File: config.mk
export PLATFORM = sky130hd
export DESIGN_NAME = if_id_stage_flat
export DESIGN_NICKNAME = d
export VERILOG_FILES = /design/src/rtl/if_id_stage_if.sv /design/src/rtl/if_id_stage.sv /design/src/flat_wrapper.sv
export SDC_FILE = /design/constraint.sdc
export NUM_CORES = 1
export LEC_CHECK = 0
export ABC_AREA = 1
export BUFFER_PORTS_ARGS = -buffer_cell sky130_fd_sc_hd__buf_4
export CAP_MARGIN = 20
export CORE_MARGIN = 1.5
export CORE_UTILIZATION = 30
export CTS_CLUSTER_DIAMETER = 100
export DETAILED_ROUTE_END_ITERATION = 8
export GPL_TIMING_DRIVEN = 1
export SYNTH_ARGS = -nofsm -noshare
export SYNTH_HDL_FRONTEND = slang
export SYNTH_SLANG_ARGS = --single-unit
File: constraint.sdc
create_clock -name clk -period 1.6 [get_ports clk]
set_input_delay 0.24 -clock clk [delete_from_list [all_inputs] [get_ports clk]]
set_output_delay 0.24 -clock clk [all_outputs]
set_load 0.1 [all_outputs]
File: src/rtl/if_id_stage_if.sv
// rtl/if_id_stage_if.sv - fetch/decode boundary signals of the IF/ID stage
interface if_id_stage_if #(
  parameter int WIDTH = 16
);
  logic [WIDTH-1:0] pc_in;
  logic [WIDTH-1:0] instr_in;
  logic             stall;
  logic             flush;
  logic             pc_ce;
  logic [WIDTH-1:0] id_pc_plus1;
  logic [WIDTH-1:0] id_instr;
  logic             id_valid;
  logic [15:0]      fetch_count;

  modport master (
    output pc_in, instr_in, stall, flush,
    input  pc_ce, id_pc_plus1, id_instr, id_valid, fetch_count
  );

  modport slave (
    input  pc_in, instr_in, stall, flush,
    output pc_ce, id_pc_plus1, id_instr, id_valid, fetch_count
  );
endinterface

File: src/rtl/if_id_stage.sv
// rtl/if_id_stage.sv - fetch-to-decode pipeline register with stall, flush and bubble drain
module if_id_stage #(
  parameter int                WIDTH         = 16,
  parameter logic [WIDTH-1:0]  NOP           = '0,
  parameter int unsigned       FLUSH_BUBBLES = 1
) (
  input  logic          clk,
  input  logic          rst,
  if_id_stage_if.slave  bus
);

  typedef enum logic {
    RUN      = 1'b0,
    FLUSHING = 1'b1
  } state_e;

  localparam logic [3:0]       RELOAD = 4'(FLUSH_BUBBLES - 1);
  localparam logic [WIDTH-1:0] ONE    = {{(WIDTH-1){1'b0}}, 1'b1};

  state_e           state_q;
  logic [3:0]       bubble_cnt_q;
  logic [WIDTH-1:0] id_instr_q;
  logic [WIDTH-1:0] id_pc_plus1_q;
  logic             id_valid_q;
  logic [15:0]      fetch_count_q;
  logic [WIDTH-1:0] pc_plus1_d;

  assign pc_plus1_d = bus.pc_in + ONE;

  // While bubbles drain the PC stays parked on the redirect target.
  assign bus.pc_ce = (state_q == RUN) ? (bus.flush | ~bus.stall) : bus.flush;

  always_ff @(posedge clk) begin
    if (rst) begin
      state_q       <= RUN;
      bubble_cnt_q  <= 4'd0;
      id_instr_q    <= NOP;
      id_pc_plus1_q <= '0;
      id_valid_q    <= 1'b0;
      fetch_count_q <= 16'd0;
    end else if (bus.flush) begin
      id_instr_q    <= NOP;
      id_pc_plus1_q <= '0;
      id_valid_q    <= 1'b0;
      if (FLUSH_BUBBLES == 1) begin
        state_q      <= RUN;
        bubble_cnt_q <= 4'd0;
      end else begin
        state_q      <= FLUSHING;
        bubble_cnt_q <= RELOAD;
      end
    end else if (!bus.stall) begin
      case (state_q)
        RUN: begin
          id_instr_q    <= bus.instr_in;
          id_pc_plus1_q <= pc_plus1_d;
          id_valid_q    <= 1'b1;
          fetch_count_q <= fetch_count_q + 16'd1;
        end
        FLUSHING: begin
          id_instr_q   <= NOP;
          id_valid_q   <= 1'b0;
          bubble_cnt_q <= bubble_cnt_q - 4'd1;
          if (bubble_cnt_q <= 4'd1) begin
            state_q <= RUN;
          end
        end
        default: state_q <= RUN;
      endcase
    end
  end

  assign bus.id_instr    = id_instr_q;
  assign bus.id_pc_plus1 = id_pc_plus1_q;
  assign bus.id_valid    = id_valid_q;
  assign bus.fetch_count = fetch_count_q;

endmodule

File: src/flat_wrapper.sv
// flat-port wrapper written by rule: the top's interface ports become plain ports
module if_id_stage_flat 
#(
  parameter int                WIDTH         = 16,
  parameter logic [WIDTH-1:0]  NOP           = '0,
  parameter int unsigned       FLUSH_BUBBLES = 1
)
  (clk, rst, bus_pc_in, bus_instr_in, bus_stall, bus_flush, bus_pc_ce, bus_id_pc_plus1, bus_id_instr, bus_id_valid, bus_fetch_count);
  if_id_stage_if #(.WIDTH(WIDTH)) bus_i ();
  input  logic clk;
  input  logic rst;
  input wire logic [$bits(bus_i.pc_in)-1:0] bus_pc_in;
  input wire logic [$bits(bus_i.instr_in)-1:0] bus_instr_in;
  input wire logic [$bits(bus_i.stall)-1:0] bus_stall;
  input wire logic [$bits(bus_i.flush)-1:0] bus_flush;
  output wire logic [$bits(bus_i.pc_ce)-1:0] bus_pc_ce;
  output wire logic [$bits(bus_i.id_pc_plus1)-1:0] bus_id_pc_plus1;
  output wire logic [$bits(bus_i.id_instr)-1:0] bus_id_instr;
  output wire logic [$bits(bus_i.id_valid)-1:0] bus_id_valid;
  output wire logic [$bits(bus_i.fetch_count)-1:0] bus_fetch_count;
  assign bus_i.pc_in = bus_pc_in;
  assign bus_i.instr_in = bus_instr_in;
  assign bus_i.stall = bus_stall;
  assign bus_i.flush = bus_flush;
  assign bus_pc_ce = bus_i.pc_ce;
  assign bus_id_pc_plus1 = bus_i.id_pc_plus1;
  assign bus_id_instr = bus_i.id_instr;
  assign bus_id_valid = bus_i.id_valid;
  assign bus_fetch_count = bus_i.fetch_count;
  if_id_stage #(.WIDTH(WIDTH), .NOP(NOP), .FLUSH_BUBBLES(FLUSH_BUBBLES)) u_core (.clk(clk), .rst(rst), .bus(bus_i));
endmodule
==> out/qor.yml, run 1 <==
synthesis:
  synth.mux.area_fraction: 0
  ys_types: 24
  synth_top_family_by_area: "simple AND/OR/NAND/NOR gates"
  synth_top_area_cell: "dfxtp_1"
  synth_fa_ha_area_frac: 0.0190
  yosysSeqAreaShare: 0.410
  yosys_register_bits: 54
  synth_xor_area_frac: 0.0233
  yosysWarnings: 0
  syn_nets: 432
  yosysTopAreaCellShare: 0.410
  synth_area_leaders: "dfxtp_1, nand2_1, nor2_1"
  synth-compound-area-share: 0.0944
  syn_inst: 392
  synthesis.area_um2: 2640
  synth.avg_cell_area_um2: 6.73
  synth-simple-area-share: 0.350
die:
  num_rows: 34
  io_pins: 86
  start_util: 0.305
  fp.dieArea_um2: 9360
  die_w_um: 96.7
  design.core.area_um2: 8640
  die_y_um: 96.7
sta:
  skew_ns: 0.0123
  setup_tns_ns: 0
  finalSetupViolCount: 0
  fin_crit_sh: 0.924
  max-slew-margin-rel: 0.678
  finalMaxSlewViolations: 0
  fmax_ghz: 0.676
  fin_crit_ns: 1.48
  finalHoldViolations: 0
  tightestPinTransition_ns: 0.482
  grt_setup_unrepaired: "false"
  worst_slack_ns: 0.121
clocking:
  clkLatencyLatePin_ns: 0.32
  clk_pin_slew_ns: 0.12
  cts_buffers: 5
  h-tree-depth: 2
  cts_hold_buf: 0
  cts_num_sinks: 54
  clockBufferDepth: 2
  cts-root-buf: "clkbuf_8"
  cts_tree: "done"
drt:
  first_pass_iters: 4
  route.top_layer_used: "met4"
  vias: 2668
  first_iter_violations: 57
  wl_met1_mm: 3.05
  viasPerCell: 4.55
  routed_wl_mm: 6.61
  wl_per_cell_um: 11.3
  wl_met3_um: 523
  route.detailed.drc: 0
  ant_nets: 0
  wl_met2_mm: 2.99
pwr:
  power_leakage_nw: 1.68
  total_power_mw: 2.85
  power-per-cell-area_nw_per_um2: 812
  swShare: 0.343
  peakVddDrop_v: 0.000449
  seqPwrFrac: 0.491
  clkPwrFrac: 0.300
  pwr-share-comb: 0.209
  p_sw_uw: 980
  internal_power_mw: 1.87
hold_path:
  hold_path_class: "in2reg"
layout:
  syn2layout_area_growth_pct: 33.3
  final_util: 0.407
  final_area_um2: 3510
  diodes: 0
  nets: 518
  drive_above_1_share: 0.257
job:
  cap_violations: 0
grt:
  grt_pass1_wl_mm: 11.0
  grt_pass1_vias: 2422
  grt_max_degree: 44
  antenna_found_initial: 0
  grtUsageTotal: 0.140
  grt-ovfl-total: 0
setup_path:
  crit_type: "reg2out"
  critPathCaptureType: "output pin"
  worstPathArrival_ns: 1.24
  required_ns: 1.36
  crit_fanout: 6
  start_kind: "flop"
  cp_slowest_cell: "dfxtp_2"
  cp_slowest_stage_delay_ns: 0.36
  cp_cell_sequence: "nor2_4 -> inv_1 -> nand2_1 -> buf_12"
place:
  dp_slack_ns: 0.162
  gp_congestion: 0.828
  placed_cell_area_um2: 3390
  port_buffers: 85
  hpwl_mm: 4.99
status:
  outcome: "finished clean"
-- state kept, by name (all words and copies together), names as in the netlist --
signal	cells
u_core.bubble_cnt_q	4
u_core.bus.id_instr	16
u_core.bus.id_pc_plus1	16
u_core.state_q	1
u_core.bus.id_valid	1
u_core.bus.fetch_count	16
-- synth_stat cells --
| cell type | count |
|---|---|
| buf_6 | 2 |
| nand4_1 | 11 |
| nand2_1 | 94 |
| xnor2_1 | 4 |
| nand3b_1 | 2 |
| xor2_1 | 3 |
| nor2_1 | 64 |
| inv_1 | 56 |
| ha_1 | 4 |
| nand3_1 | 25 |
| nor3_2 | 1 |
| a21oi_1 | 28 |
| o21ai_0 | 18 |
| nand3_2 | 1 |
| nand2_2 | 1 |
| nand2_4 | 1 |
| nor2_4 | 4 |
| nor2_2 | 2 |
| o2111ai_1 | 1 |
| clkbuf_1 | 4 |
| nor3_1 | 5 |
| buf_2 | 5 |
| dfxtp_1 | 54 |
| o21ai_1 | 2 |
-- final cells by class --
class	instances	area, um2
fillers	923	5120
multi-input cells	271	1280
flip-flops and latches	54	1100
repair buffers	90	688
inverters	56	210
well taps	108	135
clock buffers	5	68.8
clock inverters	3	28.8
-- worst max-delay path: cells and delay by family, from the launching register on --
family	cells	cell delay (ns)
AND/OR/NAND/NOR	2	0.26
flip-flops	1	0.36
buffers and inverters	2	0.29
-- placed cells by master (no fill, tap or decap), drive strengths merged --
cell	instances
a21oi	28
buf	90
clkbuf	5
clkinv	2
dfxtp	54
ha	4
inv	57
nand2	96
nand3	26
nand3b	2
nand4	11
nor2	70
nor3	6
o2111ai	1
o21ai	20
xnor2	4
xor2	3
-- metal layers --
layer,global-route usage,up-vias
li1,-,1398
met1,0.185,1182
met2,0.216,81
met3,0.0506,7
met4,0.0368,0
met5,0,-
-- what timing repair did --
item                                    4_1_cts  5_1_grt
pin swaps                                     1        0
endpoints found under the setup margin        1        1
buffers inserted                              1        0
resized for setup                             3        1
hold endpoints to repair                      0        0
-- worst paths after layout --
| kind | start | endpoint | slack [ns] | cells past startpoint |
|---|---|---|---|---|
| max | u_core.state_q$_SDFFE_PP0N_ | bus_pc_ce | 0.12 | 4 |
| min | bus_pc_in[0] | u_core.bus.id_pc_plus1[0]$_SDFFE_PP0P_ | 0.11 | 2 |
| min reg2reg | u_core.bus.id_instr[9]$_SDFFE_PP0N_ | u_core.bus.id_instr[9]$_SDFFE_PP0N_ | 0.47 | 2 |
| max reg2reg | u_core.state_q$_SDFFE_PP0N_ | u_core.bus.fetch_count[8]$_SDFFE_PP0P_ | 0.22 | 7 |
-- stage by stage --
stage               std cells  hold slack, ns
floorplan                 392           0.304
global placement          578           0.443
detailed placement        578           0.458
CTS                       587           0.105
global route              587           0.101
finish                    587           0.106
-- power groups by stage --
stage / clock network (mW) / logic [mW] / registers (mW)
floorplan: 0 / 0.165 / 1.68
global placement: 0 / 0.590 / 1.43
detailed placement: 0 / 0.593 / 1.43
CTS: 0.875 / 0.600 / 1.40
global route: 0.933 / 0.639 / 1.41
finish: 0.856 / 0.596 / 1.40
-- logic make-up (layout without fill, tap and decap cells) --
logic type | Yosys count | count (layout)
adders and majority gates | 4 | 4
buffers and inverters | 67 | 154
DFF | 54 | 54
xor gates and xnor gates | 7 | 7
and+or+nand+nor | 211 | 211
AOI/OAI and AO/OA | 49 | 49
No activity file was read; power rests on OpenSTA's default activity.
==> run 2: changes to the inputs <==
ABC_AREA = not set   (was 1)
==> out/qor.yml, run 2 <==
synthesis:
  synth.avg_cell_area_um2: 8.73
  synth_most_common_cell: "dfxtp_1"
  async_reset_ff_frac: 0
  synth-edff-count: 0
  yosysWarnings: 0
  yosys-top-cells-count: "dfxtp_1, nor2_1, o21ai_0, a22oi_1, xnor2_1"
  yosysSeqAreaShare: 0.471
  synthFlopType: "dfxtp_1"
  syn_inst: 263
  synthesis.area_um2: 2290
  synth_top_area_cell: "dfxtp_1"
  synth_area_leaders: "dfxtp_1, nor2_1, xnor2_1"
  yosys_register_bits: 54
  ys_types: 30
  yosysTopAreaCellShare: 0.471
  syn_nets: 303
drt:
  first_iter_violations: 65
  wl_per_cell_um: 12.6
  routed_wl_mm: 5.92
  vias: 2225
  viasPerCell: 4.75
  first_pass_iters: 4
  ant_nets: 0
  route.detailed.drc: 0
sta:
  max-slew-margin-rel: 0.666
  finalMaxSlewViolations: 0
  skew_ns: 0.00477
  fin_crit_ns: 1.80
  finalHoldViolations: 0
  fmax_ghz: 0.557
  finalSetupViolCount: 4
  tightestPinTransition_ns: 0.501
  fin_crit_sh: 1.12
  grt_setup_unrepaired: "true"
  worst_slack_ns: -0.196
layout:
  syn2layout_area_growth_pct: 49.8
  final_util: 0.469
  mostFrequentLayoutCells: "buf_4, dfxtp_1, nor2_1"
  final_common_cell: "buf_4"
  diodes: 0
  nets: 408
  final-instance-count-excl-fill: 468
  drive_above_1_share: 0.396
  final_area_um2: 3440
clocking:
  cts-root-buf: "clkbuf_8"
  h-tree-depth: 2
  cts_num_sinks: 54
  clkLatencyLatePin_ns: 0.30
  clk_pin_slew_ns: 0.10
  clockBufferDepth: 2
  cts_buffers: 5
  cts_tree: "done"
hold_path:
  hp-start: "bus_pc_in[0]"
  hold_path_class: "in2reg"
  min_to: "u_core.bus.id_pc_plus1[0]$_SDFFE_PP0P_"
  hold_depth: 2
setup_path:
  crit_type: "reg2reg"
  reg2reg_depth: 4
  r2r_slack_ns: -0.20
  cp_slowest_cell: "or4b_4"
  start_kind: "flop"
  cp_cell_sequence: "or4b_4 -> or4_4 -> or3_4 -> a21oi_2"
  crit_fanout: 5
  critPathCaptureType: "flop"
  worstPathArrival_ns: 2.04
  reg2reg_from: "u_core.state_q$_SDFFE_PP0N_"
  r2r-end: "u_core.bus.fetch_count[15]$_SDFFE_PP0P_"
  required_ns: 1.84
  cp_slowest_stage_delay_ns: 0.51
grt:
  top_usage_layer: "met2"
  grt-ovfl-total: 0
  grtUsageTotal: 0.143
  grt_pass1_vias: 2059
  grt_use_met2: 0.241
  grt.met3_usage: 0.0345
  grt_pass1_wl_mm: 9.68
  antenna_found_initial: 0
  grt_use_met1: 0.181
  grt_max_degree: 48
pwr:
  power_leakage_nw: 1.42
  peakVddDrop_v: 0.000418
  power-per-cell-area_nw_per_um2: 876
die:
  num_rows: 31
  design.core.area_um2: 7330
  fp.dieArea_um2: 8180
  start_util: 0.313
  die_y_um: 90.5
  die_w_um: 90.5
  io_pins: 86
place:
  dp_slack_ns: -0.267
  gp_congestion: 0.757
  placed_cell_area_um2: 3260
  port_buffers: 85
  dp.cells: 459
  hpwl_mm: 4.31
status:
  outcome: "finished, violations left"
  violations: "negative setup slack"
job:
  cap_violations: 0
[run 2: cell types whose count changed in the layout (fill, tap and decap cells not counted), moves of 9 or more]
cell     change
inv_1       -50
nand3_1     -14
a21oi_1     -16
a22oi_1     +16
buf_4       +20
dfxtp_2      -9
nand2_1     -84
xnor2_1     +11
nor2_1      -24
[run 2: kinds of logic (layout without fill, tap and decap cells)]
family | count (synthesis) | after routing | synth area share
xor+xnor | 25 | 25 | 0.0954
flops | 54 | 54 | 0.471
buf+inv | 19 | 125 | 0.0311
simple gates | 103 | 103 | 0.222
fa+ha+maj | 4 | 4 | 0.0218
mux | 2 | 2 | 0.00927
compound gates | 56 | 56 | 0.149
[run 2: area by class of cell]
| type | count | area (um2) |
|---|---|---|
| Clock buffer | 7 | 108 |
| Clock inverter | 1 | 30.0 |
| Fill cell | 724 | 3890 |
| Inverter | 6 | 22.5 |
| Multi-Input combinational cell | 190 | 1190 |
| Sequential cell | 54 | 1110 |
| Tap cell | 99 | 124 |
| Timing Repair Buffer | 111 | 850 |
[run 2: worst max path at each step]
| stage | start | to | slack, ns | cells past startpoint |
|---|---|---|---|---|
| floorplan | u_core.bus.fetch_count[2]$_SDFFE_PP0P_ | u_core.bus.fetch_count[13]$_SDFFE_PP0P_ | -0.38 | 4 |
| global placement | bus_stall | u_core.bus.fetch_count[13]$_SDFFE_PP0P_ | -0.23 | 5 |
| detailed placement | bus_stall | u_core.bus.fetch_count[15]$_SDFFE_PP0P_ | -0.27 | 5 |
| CTS | u_core.state_q$_SDFFE_PP0N_ | u_core.bus.fetch_count[15]$_SDFFE_PP0P_ | -0.21 | 4 |
| global route | u_core.state_q$_SDFFE_PP0N_ | u_core.bus.fetch_count[13]$_SDFFE_PP0P_ | -0.28 | 4 |
| finish | u_core.state_q$_SDFFE_PP0N_ | u_core.bus.fetch_count[15]$_SDFFE_PP0P_ | -0.20 | 4 |
[run 2: per-stage QoR]
stage | setup TNS, ns | hold WS, ns | power [mW]
6_report | -0.542 | 0.137 | 3.01
3_5_place_dp | -1.10 | 0.459 | 1.99
4_1_cts | -0.577 | 0.124 | 3.05
3_3_place_gp | -0.866 | 0.456 | 1.99
5_1_grt | -1.09 | 0.125 | 3.14
2_1_floorplan | -1.39 | 0.335 | 1.80
[run 2: worst max-delay path: cells and delay by family, from the launching register on]
family          cells  cell delay (ns)
compound gates      1             0.11
flops               1             0.32
simple gates        3             1.32
[run 2: what timing repair did]
action / in CTS / in global routing
cloned: 0 / 0
gates resized for setup: 3 / 5
endpoints found under the setup margin: 8 / 10
buffers inserted: 1 / 0
hold buffers: 0 / 0
pin swaps: 3 / 2
[run 2: power breakdown]
group	switching, mW	internal [mW]	total [mW]	leakage [nW]
logic	0.401	0.169	0.570	0.900
registers	0.0203	1.37	1.39	0.447
clock network	0.451	0.605	1.06	0.0696
[run 2: per-layer routing]
layer / up-vias / wire (um)
met5: - / 0
met3: 4 / 288
met1: 1029 / 2710
met2: 49 / 2860
met4: 0 / 57
li1: 1143 / -
